--- src/rtl/grid_row_mem.sv ---
// Row-organised Tetris playfield memory: one word per row, one bit per column.
// Port A read/write, port B read-only, plus a line-clear / wipe engine.
module grid_row_mem #(
  parameter int DATA_WIDTH = 10,
  parameter int ADDR_WIDTH = 5,
  parameter int DEPTH      = 20
) (
  input  logic                  clk,
  input  logic                  rst_n,
  input  logic [DATA_WIDTH-1:0] data_a,
  input  logic [ADDR_WIDTH-1:0] addr_a,
  input  logic                  we_a,
  input  logic [ADDR_WIDTH-1:0] addr_b,
  input  logic                  clr_req,
  input  logic [ADDR_WIDTH-1:0] clr_row,
  input  logic                  wipe_req,
  output logic [DATA_WIDTH-1:0] q_a,
  output logic [DATA_WIDTH-1:0] q_b,
  output logic                  full_a,
  output logic                  busy,
  output logic                  done
);

  localparam logic [1:0] ST_IDLE  = 2'd0;
  localparam logic [1:0] ST_SHIFT = 2'd1;
  localparam logic [1:0] ST_WIPE  = 2'd2;
  localparam logic [1:0] ST_DONE  = 2'd3;

  localparam logic [ADDR_WIDTH:0]   DEPTH_W  = (ADDR_WIDTH + 1)'(DEPTH);
  localparam logic [ADDR_WIDTH-1:0] LAST_ROW = ADDR_WIDTH'(DEPTH - 1);

  // Contents come up as an empty playfield; reset deliberately leaves them alone.
  logic [DATA_WIDTH-1:0] ram [DEPTH] = '{default: '0};

  logic [1:0]            state;
  logic [ADDR_WIDTH-1:0] ptr;
  logic [ADDR_WIDTH-1:0] ptr_m1;

  logic                  a_ok;
  logic                  b_ok;
  logic                  clr_ok;

  logic                  wr_en;
  logic [ADDR_WIDTH-1:0] wr_addr;
  logic [DATA_WIDTH-1:0] wr_data;

  logic [DATA_WIDTH-1:0] rd_a;
  logic [DATA_WIDTH-1:0] rd_b;

  assign a_ok   = {1'b0, addr_a}  < DEPTH_W;
  assign b_ok   = {1'b0, addr_b}  < DEPTH_W;
  assign clr_ok = {1'b0, clr_row} < DEPTH_W;
  assign ptr_m1 = ptr - 1'b1;

  // Port A and the engine never write in the same cycle, so one write port suffices.
  always_comb begin
    wr_en   = 1'b0;
    wr_addr = ptr;
    wr_data = '0;
    case (state)
      ST_IDLE: begin
        if (we_a && a_ok) begin
          wr_en   = 1'b1;
          wr_addr = addr_a;
          wr_data = data_a;
        end
      end
      ST_SHIFT: begin
        wr_en = 1'b1;
        if (ptr != '0) begin
          wr_data = ram[ptr_m1];
        end
      end
      ST_WIPE: begin
        wr_en = 1'b1;
      end
      default: begin
      end
    endcase
  end

  // Write-first: a write to the row being read this cycle is forwarded.
  always_comb begin
    rd_a = '0;
    if (a_ok) begin
      rd_a = ram[addr_a];
    end
    if (wr_en && (wr_addr == addr_a)) begin
      rd_a = wr_data;
    end
  end

  always_comb begin
    rd_b = '0;
    if (b_ok) begin
      rd_b = ram[addr_b];
    end
    if (wr_en && (wr_addr == addr_b)) begin
      rd_b = wr_data;
    end
  end

  always_ff @(posedge clk) begin
    if (wr_en) begin
      ram[wr_addr] <= wr_data;
    end
  end

  always_ff @(posedge clk or negedge rst_n) begin
    if (!rst_n) begin
      q_a    <= '0;
      q_b    <= '0;
      full_a <= 1'b0;
    end else begin
      q_a    <= rd_a;
      q_b    <= rd_b;
      full_a <= &rd_a;
    end
  end

  always_ff @(posedge clk or negedge rst_n) begin
    if (!rst_n) begin
      state <= ST_IDLE;
      ptr   <= '0;
    end else begin
      case (state)
        ST_IDLE: begin
          if (wipe_req) begin
            state <= ST_WIPE;
            ptr   <= LAST_ROW;
          end else if (clr_req && clr_ok) begin
            state <= ST_SHIFT;
            ptr   <= clr_row;
          end
        end
        ST_SHIFT, ST_WIPE: begin
          if (ptr == '0) begin
            state <= ST_DONE;
          end else begin
            ptr <= ptr_m1;
          end
        end
        default: begin
          state <= ST_IDLE;
        end
      endcase
    end
  end

  assign busy = (state != ST_IDLE);
  assign done = (state == ST_DONE);

endmodule

--- config.mk ---
export PLATFORM = sky130hd
export DESIGN_NAME = grid_row_mem
export DESIGN_NICKNAME = d
export VERILOG_FILES = /design/src/rtl/grid_row_mem.sv
export SDC_FILE = /design/constraint.sdc
export NUM_CORES = 1
export LEC_CHECK = 0
export BUFFER_PORTS_ARGS = -buffer_cell sky130_fd_sc_hd__buf_2
export CAP_MARGIN = 20
export CORE_MARGIN = 3
export CORE_UTILIZATION = 55
export CTS_CLUSTER_SIZE = 30
export DETAILED_ROUTE_END_ITERATION = 6
export HOLD_SLACK_MARGIN = 0.1
export PLACE_DENSITY = 0.72
export SYNTH_ARGS = -nofsm -noshare
export SYNTH_HDL_FRONTEND = slang
export SYNTH_SLANG_ARGS = --single-unit
--- constraint.sdc ---
create_clock -name clk -period 6.75 [get_ports clk]
set_input_delay 0.675 -clock clk [delete_from_list [all_inputs] [get_ports clk]]
set_output_delay 0.675 -clock clk [all_outputs]
set_load 0.02 [all_outputs]
==> results of run 1 <==
==> worst paths after layout <==
| path | startpoint | endpoint | slack [ns] |
|---|---|---|---|
| min in group clk | clr_row[1] | ptr[1]$_DFFE_PN0P_ | 0.45 |
| max in group asynchronous | rst_n | ptr[0]$_DFFE_PN0P_ | 6.08 |
| worst max register to register | ptr[0]$_DFFE_PN0P_ | ram[6][8]$_DFFE_PP_ | 2.58 |
| worst max-delay path | ptr[0]$_DFFE_PN0P_ | ram[6][8]$_DFFE_PP_ | 2.58 |
| worst min-delay path | rst_n | ptr[1]$_DFFE_PN0P_ | 0.19 |
| worst min register to register | state[0]$_DFFE_PN0P_ | state[0]$_DFFE_PN0P_ | 0.59 |
==> power breakdown <==
part | switching [mW] | internal (mW) | total (mW)
clock | 0.533 | 0.777 | 1.31
sequential | 0.135 | 2.05 | 2.18
combinational | 1.63 | 1.03 | 2.66
==> layout by cell type, fill, tap and decap left out, drive strengths merged, types with 10 or more instances in the layout <==
| cell type | n |
|---|---|
| clkbuf | 32 |
| o21ai | 15 |
| mux4 | 154 |
| mux2 | 13 |
| nand3 | 23 |
| nand2 | 38 |
| edfxtp | 200 |
| nor2 | 51 |
| a22oi | 17 |
| mux2i | 38 |
| buf | 83 |
| xnor2 | 10 |
| inv | 22 |
| a21oi | 27 |
| dfrtp | 28 |
==> state kept, by name, indices dropped and copies added, names as in the netlist <==
name / cells
q_a: 10
full_a: 1
ram: 200
ptr: 5
q_b: 10
state: 2
==> worst reg2reg max path, cell delays in order (launching register included) <==
cell and delay (ns):
dfrtp_2 0.36, clkinv_1 0.26, ha_2 0.98, buf_4 0.50
mux4_2 0.39, mux4_2 0.48, mux2i_1 0.14, a2bb2oi_1 0.34
inv_1 0.35
==> metrics by stage <==
stage                     std cells  setup slack (ns)  hold slack, ns
after CTS                      1131              2.61           0.205
final                          1134              2.58           0.190
after global routing           1134              2.30           0.220
after floorplan                 785              2.97           0.379
after global placement         1087              2.49           0.555
after detailed placement       1088              2.36           0.573
==> cells by family (layout without fill, tap and decap cells) <==
logic type / count (synthesis) / in the layout
flip-flops: 228 / 228
multiplexers: 205 / 205
AND/OR/NAND/NOR: 150 / 150
AO/OA/AOI/OAI: 99 / 99
buffers and inverters: 84 / 148
XOR/XNOR: 14 / 14
adder cells (fa/ha/maj): 5 / 5
==> routing by layer <==
metal / vias up / global-route usage [%] / share of wire, %
li1: 3354 / - / -
met1: 4338 / 38.5 / 35
met2: 586 / 48.7 / 50
met3: 106 / 6.56 / 10
met4: 0 / 12.8 / 5.3
met5: - / 0 / 0
==> final cells by class <==
class | count | area share, %
inverter | 22 | 0.587
multi-input combinational | 473 | 40.0
timing repair buffer | 83 | 3.67
clock inverter | 11 | 0.835
sequential | 228 | 47.6
clock buffer | 32 | 4.77
tap | 285 | 2.53
==> metrics.md, run 1 <==
| Metric | Value |
|---|---|
| Outcome | complete, no violations |
| Fillers | between 1500 and 2000 |
| WL per Instance | between 30 and 40 microns |
| Clk_lat worst skew | 0.53 ns |
| Fin crit share | between 60% and 70% |
| Async SR Flop Fraction | 12.3% |
| Initial antenna violation count | 0 |
| Measured slew at the worst slew-check pin | approximately 1.1 ns |
| Critical Path Stages | 8 |
| Clk root buf | clkbuf_16 |
| #FFs+latches synth | about 230 |
| Die Area | between 20000 and 30000 sq um |
| Multi-input combinational cell area | ~5600 sq um |
| Slowest stage delay, CP | between 0.9 and 1 ns |
| Slew Viols, Final | 0 |
| CP cell instances | clkinv_1 > ha_2 > buf_4 > mux4_2 > mux4_2 > mux2i_1 > a2bb2oi_1 > inv_1 |
| Post_cts resized | 0 |
| RSZ-0062 raised after global routing | no |
| Crit path buffers/inverters | 3 |
| Total core area | approximately 23000 sq um |
| Count leader, synth | edfxtp_1 |
| Area of the mapped netlist | ~13000 sq um |
| Finished Core Util | between 60% and 70% |
| Master of the slowest instance on the critical path | ha_2 |
| Number of global-route vias before repair | roughly 8400 |
| Remaining antenna violation count | 0 |
| Top-area cell type share of the netlist area | 47.2% |
| WP data arrival | around 4.3 ns |
| First-pass GRT wire length | 54000 microns |
| Clock-pin slew on the worst setup and hold paths | 0.06 ns |
| Worst VDD drop | around 360 uV |
| IO Port Bufs | 52 |
| Clock Path Buffers | 3 |
| CTS tree | built |
| Vias per std cell | 7.39 |
| H-tree depth | 1 |
| Kind of critical path | reg2reg |
| Post-route minimum period | around 4.2 ns |
| Leakage Power | between 4 and 5 nW |
| Share of layout cells above drive strength 1 | around a third |
| Routed WL | around 36000 microns |
| First-pass DRT Iterations | 5 |
| Clock Sinks | between 200 and 250 |
| DRC violations left | 0 |
| Syn nets | about 800 |
| Cts hold-fix bufs | 0 |
| P per Cell Area | 437 nW/um^2 |
| Io pins | 53 |
| Crit-path most repeated cell | mux4_2 |
| Synth warn | 0 |
| GR Overflow Total | 0 |
| Slew HR | 24.4% |
| Inserted Diodes | 0 |
| Placement-stage cell area | 13300 sq um |
| Number of synthesized flops with an enable pin | 200 |
| CP delay by family, top | buffers and inverters |
| Post-CTS Setup Bufs | 0 |
| Simple-gate area share of the yosys netlist | under 10% |
| Synth area leaders | edfxtp_1 47%, mux4_2 26%, dfrtp_1 5.5% |
| CP Launch Type | flop |
| Initial DRC Count | 1075 |
| Worst Reg-to-Reg Cells | 8 |
| Pin count of the biggest net entering global routing | 51 |
| Cells after Synth | approximately 790 |
| Global Route Usage Sum | slightly below 30% |
| Synth Area in Compound Gates | about 5.3% |
| Initial core utilization | 56.1% |
| Final net count | approximately 870 |
| Hold WC Path Type | in2async |
| Sequential area share after synthesis | roughly 53% |
| Setup-failing EPs final | 0 |
| Synth Area in XOR/XNOR | 1.17% |
| Hpwl dp | 24200 microns |
| Final Cell Area | 14100 sq um |
| Total power draw | between 6 and 7 mW |
| CP Data Required Time | a little under 7 ns |
| Routability Congestion | roughly 0.97 |
| Post-synth top flop | edfxtp_1 |
| Largest family of logic cells by synthesized area | multiplexers |
| Netlist cell types | between 60 and 70 |
| Inserted Clock Buffers | 25 |
| Layout Skew | around 0.014 ns |
| Multiplexer share of the synthesized area | 31.5% |
| Post-synth top area cell | edfxtp_1 |
| Area grow syn2layout | 10.6% |
| Crit Path Max Fanout | 28 |
| Max cap viols | 0 |
| Die span in x | about 160 microns |
| Setup TNS | 0 ns |
| Syn Area/Cell | 16.2 sq um |
| Adder-cell share of the synthesized area | less than 1% |
| Hold Fails Final Rpt | 0 |
| Setup crit end kind | flop |
| Reg area | 6710 sq um |
| F_max | between 200 and 250 MHz |
| Most frequent cells after synthesis | 200 x edfxtp_1, 149 x mux4_2, 50 x nor2_1, 38 x mux2i_1, 38 x nand2_1 |
| Die Ht | around 160 microns |
| Row count | 55 |
| Via count | 8384 |
No activity file was read; power rests on OpenSTA's default activity.
==> run 2: changes to the inputs <==
==> constraint.sdc (replaced) <==
create_clock -name clk -period 3.9 [get_ports clk]
set_input_delay 0.39 -clock clk [delete_from_list [all_inputs] [get_ports clk]]
set_output_delay 0.39 -clock clk [all_outputs]
set_load 0.02 [all_outputs]
==> run 2 against run 1 <==
Sequential cell count stayed put. Critical path depth is 2 higher. First-iteration DRC count is 5.3% higher. Non-clock buffer count is 18 higher. Clock skew is 0.0028 ns lower. Core utilization is 0.69 points higher. Critical endpoint is now full_a$_DFF_PN0_. Largest power group unchanged.
==> metrics.md, run 2 (synthesized netlist as in run 1, its figures left out) <==
| Metric | Value |
|---|---|
| Outcome | complete, no violations |
| Global Route Usage Sum | 30.3% |
| RSZ-0062 raised after global routing | no |
| Measured slew at the worst slew-check pin | 0.925 ns |
| Clk_lat worst skew | 0.55 ns |
| Setup crit end kind | flop |
| WP data arrival | 4.23 ns |
| Met1 WL | roughly 13000 microns |
| Hold WC Path Type | in2reg |
| Initial DRC Count | 1132 |
| Initial core utilization | between 50% and 60% |
| Routed wl met3 | between 4000 and 5000 microns |
| Via count | between 8000 and 9000 |
| P per Cell Area | between 700 and 800 nW/um^2 |
| Met2 wire length | between 15000 and 20000 microns |
| GR Overflow Total | 0 |
| Pin count of the biggest net entering global routing | about 50 |
| Share of layout cells above drive strength 1 | between 30% and 40% |
| Total core area | about 23000 sq um |
| Io pins | 53 |
| H-tree depth | 1 |
| Slew Viols, Final | 0 |
| Multi-input combinational cell area | ~5600 sq um |
| Reg area | between 6000 and 7000 sq um |
| Inserted Diodes | 0 |
| CTS tree | built |
| Min-Delay Endpoint | ptr[0]$_DFFE_PN0P_ |
| Biggest regs | ram: 200 flops, q_a: 10 flops, q_b: 10 flops |
| R2R Setup Slk | roughly 0.15 ns |
| CP Data Required Time | roughly 4.4 ns |
| Crit Reg-Reg Startpoint | ptr[0]$_DFFE_PN0P_ |
| Non-Filler Instances | around 1200 |
| Post-CTS Setup Bufs | 0 |
| Hold Fails Final Rpt | 0 |
| Post-route minimum period | approximately 3.8 ns |
| Reg-to-Reg End | full_a$_DFF_PN0_ |
| Die span in x | ~160 microns |
| Most frequent cells in the layout | 200 x edfxtp_1, 149 x mux4_2, 50 x nor2_1, 50 x buf_2, 49 x buf_4 |
| Leakage Power | between 4 and 5 nW |
| Master of the slowest instance on the critical path | ha_2 |
| Setup TNS | 0 ns |
| CP Launch Type | flop |
| Area grow syn2layout | 11.8% |
| Die Ht | 158 microns |
| Inst Count DP | about 1100 |
| Hold Path Cell Cnt | 3 |
| Max reg flops | 200 |
| Routed WL | roughly 38000 microns |
| Fillers | between 1500 and 2000 |
| Slew HR | 38.3% |
| Setup-failing EPs final | 0 |
| Max cap viols | 0 |
| First-pass GRT wire length | 54900 microns |
| Highest Signal Layer | met4 |
| First-pass DRT Iterations | 5 |
| Remaining antenna violation count | 0 |
| Largest register by flop count | ram |
| Hold_sp | clr_row[0] |
| Crit Path Max Fanout | 24 |
| Clk root buf | clkbuf_16 |
| Layout Skew | 0.0110 ns |
| Routability Congestion | around 0.94 |
| Clock Sinks | between 200 and 250 |
| WL per Instance | 32.7 microns |
| Vias per std cell | approximately 7.5 |
| Most common cell after layout, fill and taps aside | edfxtp_1 |
| Row count | between 50 and 60 |
| Worst Reg-to-Reg Cells | 10 |
| Worst VDD drop | roughly 530 uV |
| Total power draw | 10.9 mW |
| CP cell instances | clkinv_1 > ha_2 > buf_4 > mux4_2 > mux2_2 > nand3_1 > a31oi_1 > o21ai_0 > a2111oi_1 > o2111a_1 |
| DRC violations left | 0 |
| Kind of critical path | reg2reg |
| Number of global-route vias before repair | 8706 |
| Fin crit share | 96.2% |
| Hpwl dp | 25000 microns |
| Inserted Clock Buffers | 25 |
| Final net count | between 800 and 900 |
| Slowest stage delay, CP | 0.80 ns |
| Initial antenna violation count | 0 |
| Clock Path Buffers | 3 |
| F_max | about 270 MHz |
| IO Port Bufs | between 50 and 60 |
| Die Area | 25000 sq um |
| Clock-pin slew on the worst setup and hold paths | 0.06 ns |
run 2: changes by cell type in the layout (fill, tap and decap cells not counted), sizes merged:
cell,change
clkbuf,-3
buf,+17
bufinv,+1
clkinvlp,-1
dlygate4sd3,+1
clkinv,+4
run 2: layout make-up:
type                    count  share of cell area [%]
inverters                  22                   0.580
multi-input cells         473                    39.5
well taps                 285                    2.50
flip-flops and latches    228                    47.1
clock inverters            15                    1.16
clock buffers              29                    4.57
repair buffers            101                    4.55
run 2: through the flow:
stage | hold slack (ns) | setup slack (ns) | cell area, sq um | util, %
6_report | 0.157 | 0.149 | 14200 | 62.7
5_1_grt | 0.183 | 0.0503 | 14200 | 62.7
4_1_cts | 0.148 | 0.303 | 14200 | 62.7
3_5_place_dp | 0.457 | 0.336 | 13400 | 59.1
3_3_place_gp | 0.429 | 0.421 | 13400 | 59.1
2_1_floorplan | 0.0944 | 0.117 | 12700 | -
run 2: worst max-delay path, delay by kind of cell (launching register included):
family                     cells  cell delay (ns)
AOI/OAI and AO/OA              4             1.47
adders and majority gates      1             0.80
buffers and inverters          2             0.52
DFF                            1             0.39
muxes                          2             0.39
and+or+nand+nor                1             0.09
run 2: what timing repair did:
action,4_1_cts,5_1_grt
hold buffers,1,0
endpoints found under the hold margin,28,0
gates resized for setup,0,0
run 2: per-layer routing:
metal | up-vias | GRT usage, %
met3 | 162 | 6.59
met5 | - | 0
met1 | 4363 | 39.7
li1 | 3387 | -
met4 | 0 | 17.1
met2 | 702 | 47.6
run 2: how the worst max path moves through the flow:
stage	start	slack, ns	cells past startpoint	to
5_1_grt	ptr[0]$_DFFE_PN0P_	0.05	9	ram[3][3]$_DFFE_PP_
6_report	ptr[0]$_DFFE_PN0P_	0.15	10	full_a$_DFF_PN0_
4_1_cts	ptr[0]$_DFFE_PN0P_	0.30	9	ram[7][3]$_DFFE_PP_
2_1_floorplan	ptr[0]$_DFFE_PN0P_	0.12	14	ram[0][6]$_DFFE_PP_
3_3_place_gp	ptr[0]$_DFFE_PN0P_	0.42	10	full_a$_DFF_PN0_
3_5_place_dp	ptr[0]$_DFFE_PN0P_	0.34	9	ram[4][3]$_DFFE_PP_
run 2: where the power goes:
part | leakage (nW) | total [mW] | internal (mW) | switching [mW]
Clock | 0.397 | 2.38 | 1.39 | 0.986
Sequential | 2.19 | 3.78 | 3.54 | 0.236
Combinational | 2.35 | 4.73 | 1.89 | 2.84
